**src/rtl/pipeline_ctrl.sv**
```systemverilog
// LEGv8 5-stage control-path sequencer: ID/EX, EX/MEM, MEM/WB control registers,
// operand forwarding selects and load-use stall. Define PIPE_PERF_CNT_EN for perf counters.
module pipeline_ctrl #(
  parameter int unsigned NUM_REGS = 32,
  parameter int unsigned ZERO_REG = 31,
  localparam int unsigned AW = $clog2(NUM_REGS)
) (
  input  logic          clk,
  input  logic          reset,
  input  logic          id_valid,
  input  logic [AW-1:0] id_Rn,
  input  logic [AW-1:0] id_Ab,
  input  logic          id_uses_Da,
  input  logic          id_uses_Db,
  input  logic [AW-1:0] id_Rd,
  input  logic          id_RegWren,
  input  logic          id_MemWren,
  input  logic          id_is_load,
  input  logic          id_Shift2Reg,
  input  logic          id_SetFlags,
  input  logic [2:0]    id_ALU_Op,
  input  logic          flush,
  output logic          stall,
  output logic [1:0]    forward_Da,
  output logic [1:0]    forward_Db,
  output logic [2:0]    ex_ALU_Op,
  output logic          ex_Shift2Reg,
  output logic          ex_SetFlags,
  output logic          mem_MemWren,
  output logic          mem_Mem2Reg,
  output logic          wb_RegWren,
  output logic [AW-1:0] wb_Rd
`ifdef PIPE_PERF_CNT_EN
  ,
  output logic [31:0]   stall_count,
  output logic [31:0]   bubble_count,
  output logic [31:0]   fwd_count
`endif
);

  localparam logic [AW-1:0] ZR = AW'(ZERO_REG);

  typedef enum logic [1:0] {
    FWD_RF  = 2'b00,
    FWD_MEM = 2'b01,
    FWD_EX  = 2'b10
  } fwd_sel_e;

  typedef struct packed {
    logic          valid;
    logic [AW-1:0] rd;
    logic          reg_wren;
    logic          mem_wren;
    logic          is_load;
    logic          shift2reg;
    logic          set_flags;
    logic [2:0]    alu_op;
  } ex_stage_t;

  // Later stages keep only the fields something downstream still reads;
  // the EX-only controls would be dead flops past EX.
  typedef struct packed {
    logic          valid;
    logic [AW-1:0] rd;
    logic          reg_wren;
    logic          mem_wren;
    logic          is_load;
  } mem_stage_t;

  typedef struct packed {
    logic          valid;
    logic [AW-1:0] rd;
    logic          reg_wren;
  } wb_stage_t;

  ex_stage_t  ex_q,  ex_d;
  mem_stage_t mem_q, mem_d;
  wb_stage_t  wb_q,  wb_d;

  logic     ex_writes, mem_writes, ex_fwd_ok;
  logic     stall_c, bubble;
  fwd_sel_e fwd_a, fwd_b;

  function automatic fwd_sel_e fwd_select(
    input logic [AW-1:0] addr,
    input logic          ex_src,
    input logic [AW-1:0] ex_rd,
    input logic          mem_src,
    input logic [AW-1:0] mem_rd
  );
    if (ex_src && (ex_rd == addr))
      return FWD_EX;
    else if (mem_src && (mem_rd == addr))
      return FWD_MEM;
    else
      return FWD_RF;
  endfunction

  always_comb begin
    ex_writes  = ex_q.valid  & ex_q.reg_wren  & (ex_q.rd  != ZR);
    mem_writes = mem_q.valid & mem_q.reg_wren & (mem_q.rd != ZR);
    ex_fwd_ok  = ex_writes & ~ex_q.is_load;

    fwd_a = fwd_select(id_Rn, ex_fwd_ok, ex_q.rd, mem_writes, mem_q.rd);
    fwd_b = fwd_select(id_Ab, ex_fwd_ok, ex_q.rd, mem_writes, mem_q.rd);

    stall_c = id_valid & ~flush & ex_writes & ex_q.is_load &
              ((id_uses_Da & (ex_q.rd == id_Rn)) |
               (id_uses_Db & (ex_q.rd == id_Ab)));
    bubble  = ~id_valid | flush | stall_c;
  end

  always_comb begin
    ex_d = '0;
    if (!bubble) begin
      ex_d.valid     = 1'b1;
      ex_d.rd        = id_Rd;
      ex_d.reg_wren  = id_RegWren;
      ex_d.mem_wren  = id_MemWren;
      ex_d.is_load   = id_is_load;
      ex_d.shift2reg = id_Shift2Reg;
      ex_d.set_flags = id_SetFlags;
      ex_d.alu_op    = id_ALU_Op;
    end

    mem_d.valid    = ex_q.valid;
    mem_d.rd       = ex_q.rd;
    mem_d.reg_wren = ex_q.reg_wren;
    mem_d.mem_wren = ex_q.mem_wren;
    mem_d.is_load  = ex_q.is_load;

    wb_d.valid     = mem_q.valid;
    wb_d.rd        = mem_q.rd;
    wb_d.reg_wren  = mem_q.reg_wren;
  end

  always_ff @(posedge clk or posedge reset) begin
    if (reset) begin
      ex_q  <= '0;
      mem_q <= '0;
      wb_q  <= '0;
    end else begin
      ex_q  <= ex_d;
      mem_q <= mem_d;
      wb_q  <= wb_d;
    end
  end

  assign stall        = stall_c;
  assign forward_Da   = fwd_a;
  assign forward_Db   = fwd_b;
  assign ex_ALU_Op    = ex_q.alu_op;
  assign ex_Shift2Reg = ex_q.shift2reg;
  assign ex_SetFlags  = ex_q.set_flags;
  assign mem_MemWren  = mem_q.mem_wren;
  // Qualified by valid so an empty MEM slot (reset or bubble) reads back as 0.
  assign mem_Mem2Reg  = mem_q.valid & ~mem_q.is_load;
  assign wb_RegWren   = wb_q.valid & wb_q.reg_wren;
  assign wb_Rd        = wb_q.rd;

`ifdef PIPE_PERF_CNT_EN
  logic fwd_used;

  assign fwd_used = ((fwd_a != FWD_RF) & id_uses_Da) |
                    ((fwd_b != FWD_RF) & id_uses_Db);

  always_ff @(posedge clk or posedge reset) begin
    if (reset) begin
      stall_count  <= '0;
      bubble_count <= '0;
      fwd_count    <= '0;
    end else begin
      if (stall_c)  stall_count  <= stall_count  + 32'd1;
      if (bubble)   bubble_count <= bubble_count + 32'd1;
      if (fwd_used) fwd_count    <= fwd_count    + 32'd1;
    end
  end
`endif

endmodule

```
**config.mk**
```make
export PLATFORM = sky130hd
export DESIGN_NAME = pipeline_ctrl
export DESIGN_NICKNAME = d
export VERILOG_FILES = /design/src/rtl/pipeline_ctrl.sv
export SDC_FILE = /design/constraint.sdc
export NUM_CORES = 1
export LEC_CHECK = 0
export BUFFER_PORTS_ARGS = -buffer_cell sky130_fd_sc_hd__buf_2
export CAP_MARGIN = 25
export CORE_ASPECT_RATIO = 0.5
export CORE_MARGIN = 2
export CORE_UTILIZATION = 40
export DETAILED_ROUTE_END_ITERATION = 7
export HOLD_SLACK_MARGIN = 0.05
export PLACE_DENSITY = 0.69
export SLEW_MARGIN = 40
export SYNTH_ARGS = -nofsm -noshare
export SYNTH_HDL_FRONTEND = slang
export SYNTH_SLANG_ARGS = --single-unit
```
**constraint.sdc**
```tcl
create_clock -name clk -period 2.09 [get_ports clk]
set_clock_uncertainty 0.15 [all_clocks]
set_input_delay 0.5225 -clock clk [delete_from_list [all_inputs] [get_ports clk]]
set_output_delay 0.5225 -clock clk [all_outputs]
set_load 0.02 [all_outputs]
```
==> results of run 1 <==
stage by stage:
step                      cell area [um2]  hold slack (ns)  setup slack, ns  cells
final                                1906           0.1623          -0.3144    221
after global routing                 1906           0.1916          -0.4053    221
after CTS                            1866           0.1679          -0.3419    221
after detailed placement             1703           0.1959          -0.4059    210
after global placement               1703           0.1834          -0.3863    210
after floorplan                      1356           0.1812          -0.2546    114
logic make-up (layout without fill, tap and decap cells):
family                    Yosys count  count (layout)  share of synthesized area (%)
AOI/OAI and AO/OA                   5               5                          3.765
DFF                                30              30                          57.92
xor gates and xnor gates           18              18                          12.16
buffers and inverters              14              81                          7.625
and+or+nand+nor                    47              47                          18.53
worst max-delay path, stage by stage (launching register included):
cell	delay, ns
dfrtp_1	0.42
buf_4	0.16
xnor2_2	0.16
nand3_2	0.13
nor4_4	0.38
nor4_4	0.05
buf_4	0.16
repair_timing:
item,4_1_cts,5_1_grt
resized for setup,6,8
gates cloned,0,0
endpoints found under the setup margin,5,5
pin swaps,10,4
hold buffers,0,0
buffers inserted,3,0
synth_stat cells (all sizes together):
cell,count
buf,9
o221ai,1
clkbuf,1
nor2b,4
nor4,4
xnor2,12
nor2,15
xor2,6
and2,1
nand2,16
and3,1
inv,4
a31oi,1
nand3,2
o21a,1
a2111o,1
o211ai,1
nand4,3
dfrtp,30
nor3,1
area by class of cell:
class,instances,area [um2]
fill,258,1142
sequential,30,750.7
multi-input combinational,70,540.5
timing repair buffer,69,439.2
clock buffer,8,110.1
tap,40,50.05
inverter,4,15.01
routing by layer:
layer,global-route usage [%],vias to the layer above,part of all wire [%]
li1,-,491,-
met1,19.59,446,46
met2,27.09,23,50
met3,4.851,4,4.1
met4,7.302,0,0.57
met5,0,-,0
state kept, by name (all words and copies together), names as in the netlist:
name,cells
mem_q,8
wb_q,2
mem_MemWren,1
wb_Rd,5
ex_q,9
ex_Shift2Reg,1
ex_SetFlags,1
ex_ALU_Op,3
cell usage in the layout (no fill, tap or decap):
cell	instances
xnor2_1	9
nand4_1	3
nand3_2	1
buf_6	3
inv_1	3
nand3_1	1
nor2_2	9
buf_4	24
a31oi_2	1
nor2b_1	4
xor2_1	6
o221ai_1	1
and3_1	1
inv_2	1
clkbuf_8	8
nor2_1	6
nand2_1	16
and2_1	1
dfrtp_1	30
o211ai_1	1
buf_12	1
o21a_4	1
nor4_4	4
buf_2	41
nor3_2	1
xnor2_2	3
a2111o_1	1
path summary, 6_finish.rpt:
kind	endpoint	slack [ns]	startpoint
hold reg to reg	mem_MemWren	0.21	ex_q[6]
max in group asynchronous	wb_Rd[0]	1.36	reset
setup / recovery	forward_Db[0]	-0.31	ex_q[12]
setup reg to reg	ex_ALU_Op[0]	0.19	ex_q[9]
hold / removal	mem_MemWren	0.16	reset
min in group clk	mem_MemWren	0.21	ex_q[6]
power by group:
group          switching, mW  internal, mW  total [mW]
registers             0.0131         0.604       0.617
clock network          0.206         0.332       0.538
logic                 0.0867        0.0810       0.168
total                  0.306          1.02        1.32
==> results.json, run 1 <==
{
  "yosysUniqueCellTypes": 22,
  "netlist_area_mm2": 0.001296,
  "ys_seq_area_share_pct": 57.92,
  "p_per_area_mw_per_mm2": 693.9,
  "cp_data_arrival_time_ns": 1.73,
  "rsz0062_at_grt": "true",
  "synth-seq-cells": 30,
  "setup_viol": 5,
  "synth_area_leader_cell": "dfrtp_1",
  "hold_viol_final": 0,
  "syn-num-nets": 143,
  "grt-ovfl-total": 0,
  "fin_util_pct": 62.52,
  "place_hpwl_um": 1999,
  "nets": 209,
  "detail-route-antenna-nets": 0,
  "min_path_type": "primary input to async pin",
  "maxCapViolCount": 0,
  "synthTopCellsByArea": "dfrtp_1 58%, xnor2_1 8.1%, buf_4 4.6%",
  "cts_max_level": 2,
  "vias": 964,
  "vdd_drop_max_mv": 0.3121,
  "wl_um": 2807,
  "critPathLaunchType": "flip-flop",
  "tritoncts": "built",
  "maxSlewViolCount": 0,
  "root_buffer": "clkbuf_8",
  "port_buffers": 46,
  "std_cell_rows": 14,
  "syn_avg_cell_area_um2": 11.37,
  "fmax_mhz": 415.9,
  "syn-instance-count": 114,
  "numClockSinks": 30,
  "fp.dieW_um": 84.51,
  "antenna_found_initial": 0,
  "slew_headroom_pct": 72.67,
  "via_per_inst": 4.362,
  "p_leak_nw": 0.9759,
  "drc_errors": 0,
  "grt_usage_pct": 16.04,
  "end_kind": "primary output",
  "clk_latency_ns": 0.28,
  "fin_ws_ns": -0.3144,
  "total_power_mw": 1.322,
  "failed_checks": "setup timing",
  "tns_ns": -1.558,
  "routedWlPerCell_um": 12.70,
  "drt_pre_antenna_iters": 3,
  "cts_buffer_depth": 2,
  "worst_pin_slew_ns": 0.4100,
  "gp_congestion": 0.8799,
  "ys_warn_count": 0,
  "core_area_mm2": 0.003048,
  "path_max_fanout": 4,
  "synth_top_area_share_pct": 57.92,
  "start_util_pct": 42.53,
  "dieArea_mm2": 0.003740,
  "run_status": "finished with violations",
  "fp.dieH_um": 44.26,
  "worst-endpoint-required_ns": 1.42,
  "first_global_vias": 1031,
  "clk_pin_slew_ns": 0.06,
  "drt_iter0_markers": 24,
  "ios": 47,
  "num_antenna_cells": 0,
  "cts_buffers": 5,
  "grt_pass1_wl_um": 4505,
  "r2r_cells": 6,
  "min_period_ns": 2.404,
  "period_share_pct": 115.0,
  "areaGrowthSynthToFinish_pct": 47.01,
  "grt_max_degree": 31,
  "path_class": "flip-flop to primary output",
  "drive_above_1_share_pct": 54.14
}
No activity file was read; power rests on OpenSTA's default activity.
==> run 2, diff against run 1 <==
--- a/config.mk
+++ b/config.mk
@@ -9,10 +9,10 @@
 export CAP_MARGIN = 25
 export CORE_ASPECT_RATIO = 0.5
 export CORE_MARGIN = 2
-export CORE_UTILIZATION = 40
+export CORE_UTILIZATION = 43
 export DETAILED_ROUTE_END_ITERATION = 7
 export HOLD_SLACK_MARGIN = 0.05
-export PLACE_DENSITY = 0.69
+export PLACE_DENSITY = 0.74
 export SLEW_MARGIN = 40
 export SYNTH_ARGS = -nofsm -noshare
 export SYNTH_HDL_FRONTEND = slang
==> run 2 against run 1 <==
  * The flow still finishes with violations (setup timing)
  * Routed wire length decreased by 2.6%
  * Combinational power fell by 5%
  * Setup slack worse by 0.028 ns
  * Global-route usage up 1.5 points
  * Via count increased by 2.7%
  * Sequential power hardly changed
  * Clock power barely moved
  * Final cell count shrank 0.90%
  * Sequential cell count unchanged
  * Total power is 0.90% lower
  * Sequential share of layout area increased by 1.1 points
  * Critical endpoint is now forward_Da[0]
  * Largest power group unchanged
==> results.json, run 2 (synthesis results as in run 1) <==
{
  "grt_pass1_wl_um": 4429,
  "worst-endpoint-required_ns": 1.42,
  "wl_um": 2733,
  "ios": 47,
  "fp.dieH_um": 42.83,
  "rsz0062_at_grt": "true",
  "start_util_pct": 44.05,
  "crit_chain": "buf_6 > nand4_1 > o211ai_1 > buf_4 > nor4_4 > nor4_4 > buf_4",
  "grt_max_degree": 31,
  "num_antenna_cells": 0,
  "critical_path.startpoint": "ex_q[10]",
  "path_class": "flip-flop to primary output",
  "vias": 990,
  "critPathLaunchType": "flip-flop",
  "grt_usage_pct": 17.58,
  "vdd_drop_max_mv": 0.3124,
  "fmax_mhz": 411.2,
  "layout.cells.non_filler": 219,
  "slew_headroom_pct": 70.55,
  "clk_latency_ns": 0.27,
  "period_share_pct": 116.4,
  "std_cell_rows": 14,
  "fp.dieW_um": 81.65,
  "failed_checks": "setup timing",
  "place_hpwl_um": 2013,
  "fin_ws_ns": -0.3419,
  "core_area_mm2": 0.002943,
  "detail-route-antenna-nets": 0,
  "maxCapViolCount": 0,
  "drt_pre_antenna_iters": 4,
  "areaGrowthSynthToFinish_pct": 43.05,
  "hold_viol_final": 0,
  "root_buffer": "clkbuf_8",
  "clk_pin_slew_ns": 0.06,
  "drt_iter0_markers": 39,
  "max_stage_delay_ns": 0.40,
  "min_period_ns": 2.432,
  "nets": 207,
  "cp_num_buf_inv": 3,
  "final_cell_mix": "41 x buf_2, 30 x dfrtp_1, 23 x buf_4",
  "tritoncts": "built",
  "cts_buffer_depth": 2,
  "gp_congestion": 0.8384,
  "total_power_mw": 1.310,
  "end_kind": "primary output",
  "largest_register_ffs": 9,
  "path_max_fanout": 3,
  "antenna_found_initial": 0,
  "placed_area_mm2": 0.001688,
  "p_leak_nw": 0.9480,
  "numClockSinks": 30,
  "cts_buffers": 5,
  "grt-ovfl-total": 0,
  "cts_max_level": 2,
  "dieArea_mm2": 0.003496,
  "min_path_type": "primary input to async pin",
  "regMostFlops": "ex_q",
  "routedWlPerCell_um": 12.48,
  "slowest_stage": "dfrtp_1",
  "timing.rr.start": "ex_q[9]",
  "cp_data_arrival_time_ns": 1.76,
  "fillerInstances": 247,
  "via_per_inst": 4.521,
  "cp_top_family": "simple AND/OR/NAND/NOR gates",
  "stdcell_area_mm2": 0.001854,
  "port_buffers": 46,
  "drive_above_1_share_pct": 51.96,
  "place_inst": 208,
  "worst_pin_slew_ns": 0.4418,
  "p_per_area_mw_per_mm2": 706.7,
  "drc_errors": 0,
  "maxSlewViolCount": 0,
  "first_global_vias": 1018,
  "setup_viol": 5,
  "run_status": "finished with violations",
  "layout_commonest_cell": "buf_2"
}
run 2: through the flow:
stage	util (%)	setup WS [ns]	TNS [ns]	hold WS, ns
after detailed placement	57.36	-0.4137	-1.621	0.2042
after global routing	63.01	-0.4108	-1.955	0.2122
after global placement	57.36	-0.3867	-1.214	0.1814
after CTS	62.80	-0.3389	-1.585	0.1654
final	63.01	-0.3419	-1.538	0.1557
after floorplan	-	-0.2546	-0.5519	0.1812
run 2: final cells by class:
cell class,count,area (um2),share of cell area (%)
Tap cell,40,50.05,2.699
Timing Repair Buffer,67,411.6,22.20
Sequential cell,30,750.7,40.49
Clock buffer,8,110.1,5.938
Inverter,4,15.01,0.8097
Multi-Input combinational cell,70,516.7,27.87
run 2: path summary, 6_finish.rpt:
check	to	slack [ns]	cells after the start
setup / recovery	forward_Da[0]	-0.34	7
hold / removal	mem_MemWren	0.16	3
setup reg to reg	ex_q[11]	0.18	6
hold reg to reg	mem_MemWren	0.21	0
max in group asynchronous	wb_Rd[0]	1.37	3
min in group clk	mem_MemWren	0.21	0
run 2: where the power goes:
part           leakage, nW  internal, mW  total [mW]  switching [mW]
Sequential           0.402         0.604       0.616          0.0126
Combinational        0.489        0.0750       0.160          0.0846
Clock               0.0575         0.332       0.535           0.203
run 2: what timing repair did:
| action | CTS | global route |
|---|---|---|
| pin swaps | 9 | 3 |
| buffers inserted | 4 | 0 |
| endpoints found under the setup margin | 5 | 19 |
| gates resized for setup | 8 | 3 |
| hold buffers | 0 | 0 |
| hold endpoints to repair | 0 | 0 |
run 2: routing by layer:
metal	vias to the layer above	wire length, um	global-route usage [%]
met3	4	162	7.234
met2	23	1388	28.85
met1	474	1153	20.77
met4	0	29	6.667
met5	-	0	0
li1	489	-	-
run 2: tightest hold or removal path, cell delays in order:
cell and delay (ns):
buf_2 0.09, inv_1 0.04, buf_4 0.34
==> run 3, diff against run 2 <==
--- a/config.mk
+++ b/config.mk
@@ -13,6 +13,7 @@
 export DETAILED_ROUTE_END_ITERATION = 7
 export HOLD_SLACK_MARGIN = 0.05
 export PLACE_DENSITY = 0.74
+export RECOVER_POWER = 25
 export SLEW_MARGIN = 40
 export SYNTH_ARGS = -nofsm -noshare
 export SYNTH_HDL_FRONTEND = slang
==> run 3 against run 2 <==
  * The run still ends with setup timing left
  * First-iteration DRC count up 49%
  * Critical path depth unchanged
  * Via count up 0.10%
  * Routed wire length fell by 0.15%
  * Sequential power barely moved
  * Total power decreased by 0.25%
  * Clock power barely moved
  * Non-clock buffer count is the same
  * Hold slack gained 0.055 ns
  * Maximum frequency fell by 0.11%
  * Final area down 1.1%
  * Largest power group unchanged
  * Utilization fell by 0.72 points
==> results.json, run 3 (synthesis results as in run 1) <==
{
  "first_global_vias": 1018,
  "root_buffer": "clkbuf_8",
  "vdd_drop_max_mv": 0.3131,
  "critPathLaunchType": "flip-flop",
  "wl_um": 2729,
  "fillerInstances": 253,
  "ios": 47,
  "num_antenna_cells": 0,
  "antenna_found_initial": 0,
  "slew_headroom_pct": 52.39,
  "min_period_ns": 2.435,
  "drt_iter0_markers": 58,
  "total_power_mw": 1.307,
  "cp_data_arrival_time_ns": 1.76,
  "std_cell_rows": 14,
  "max_stage_delay_ns": 0.39,
  "placed_area_mm2": 0.001688,
  "grt_usage_pct": 17.58,
  "slowest_stage": "dfrtp_1",
  "hold_viol_final": 0,
  "fin_ws_ns": -0.3445,
  "fmax_mhz": 410.8,
  "period_share_pct": 116.5,
  "detail-route-antenna-nets": 0,
  "failed_checks": "setup timing",
  "areaGrowthSynthToFinish_pct": 41.41,
  "clk_latency_ns": 0.27,
  "path_class": "flip-flop to primary output",
  "grt_pass1_wl_um": 4429,
  "grt-ovfl-total": 0,
  "maxCapViolCount": 0,
  "grt_max_degree": 31,
  "min_path_type": "flip-flop to flip-flop",
  "tritoncts": "built",
  "final_cell_mix": "41 x buf_2, 30 x dfrtp_1, 17 x buf_4",
  "via_per_inst": 4.525,
  "fp.dieW_um": 81.65,
  "cts_max_level": 2,
  "setup_viol": 5,
  "dieArea_mm2": 0.003496,
  "worst-endpoint-required_ns": 1.42,
  "multiInputGateArea_um2": 516.7,
  "drive_above_1_share_pct": 49.16,
  "layout_commonest_cell": "buf_2",
  "drt_pre_antenna_iters": 4,
  "regArea_um2": 750.7,
  "run_status": "finished with violations",
  "stdcell_area_mm2": 0.001833,
  "nets": 207,
  "start_util_pct": 44.05,
  "port_buffers": 46,
  "core_area_mm2": 0.002943,
  "maxSlewViolCount": 0,
  "tns_ns": -1.557,
  "clk_pin_slew_ns": 0.06,
  "fin_util_pct": 62.29,
  "worst_pin_slew_ns": 0.7141,
  "place_hpwl_um": 2013,
  "end_kind": "primary output",
  "fp.dieH_um": 42.83,
  "regMostFlops": "ex_q",
  "rsz0062_at_grt": "true",
  "routedWlPerCell_um": 12.46,
  "p_per_area_mw_per_mm2": 713.1,
  "numClockSinks": 30,
  "drc_errors": 0,
  "p_leak_nw": 0.9268,
  "vias": 991,
  "crit_chain": "clkbuf_1 > inv_2 > o211ai_1 > buf_4 > nor4_4 > nor4_4 > buf_4",
  "largest_register_ffs": 9,
  "cts_buffers": 5,
  "gp_congestion": 0.8384,
  "cts_buffer_depth": 2,
  "path_max_fanout": 3
}
## run 3: cell types whose count changed in the layout (fill, tap and decap cells not counted), sizes merged
| cell | before | now |
|---|---|---|
| clkbuf | 8 | 14 |
| buf | 67 | 61 |
## run 3: report_power, final
group          total, mW  leakage (nW)  switching (mW)  internal, mW
logic              0.156         0.467          0.0844        0.0712
clock network      0.535        0.0575           0.204         0.332
registers          0.616         0.402          0.0125         0.604
## run 3: metrics by stage
| stage | hold slack (ns) | instances | setup slack [ns] |
|---|---|---|---|
| final | 0.2108 | 219 | -0.3445 |
| after floorplan | 0.1812 | 114 | -0.2546 |
| after global routing | 0.2236 | 219 | -0.4108 |
| after detailed placement | 0.2042 | 208 | -0.4137 |
| after global placement | 0.1814 | 208 | -0.3867 |
| after CTS | 0.1654 | 220 | -0.3389 |
## run 3: critical path, delay by kind of cell, from the launching register on
kind	cells	cell delay [ns]
AO/OA/AOI/OAI	1	0.12
buffers and inverters	4	0.55
flip-flops	1	0.39
AND/OR/NAND/NOR	2	0.43
## run 3: final cells by class
type / count / area share, %
flip-flops and latches: 30 / 40.96
multi-input cells: 70 / 28.19
inverters: 4 / 0.8191
repair buffers: 67 / 21.30
well taps: 40 / 2.730
clock buffers: 8 / 6.007
## run 3: routing by layer
layer  vias to the layer above  routed length (um)  track usage, %
li1                        491                   -               -
met5                         -                   0               0
met4                         0                  29           6.667
met2                        25                1383           28.85
met3                         4                 169           7.234
met1                       471                1146           20.77
## run 3: timing repair
action,4_1_cts,5_1_grt
gates cloned,0,0
hold buffers,0,0
setup endpoints to repair,5,19
pin swaps,9,3
gates resized for setup,8,3
setup buffers,4,0
## run 3: worst paths after layout
kind / startpoint / endpoint / slack [ns] / depth (start not counted)
worst max-delay path: ex_q[8] / forward_Da[0] / -0.34 / 7
worst min-delay path: ex_q[6] / mem_MemWren / 0.21 / 0
worst max register to register: ex_q[9] / ex_q[11] / 0.18 / 6
worst min register to register: ex_q[6] / mem_MemWren / 0.21 / 0
max in group asynchronous: reset / wb_Rd[0] / 1.05 / 3
min in group asynchronous: reset / mem_MemWren / 0.28 / 3
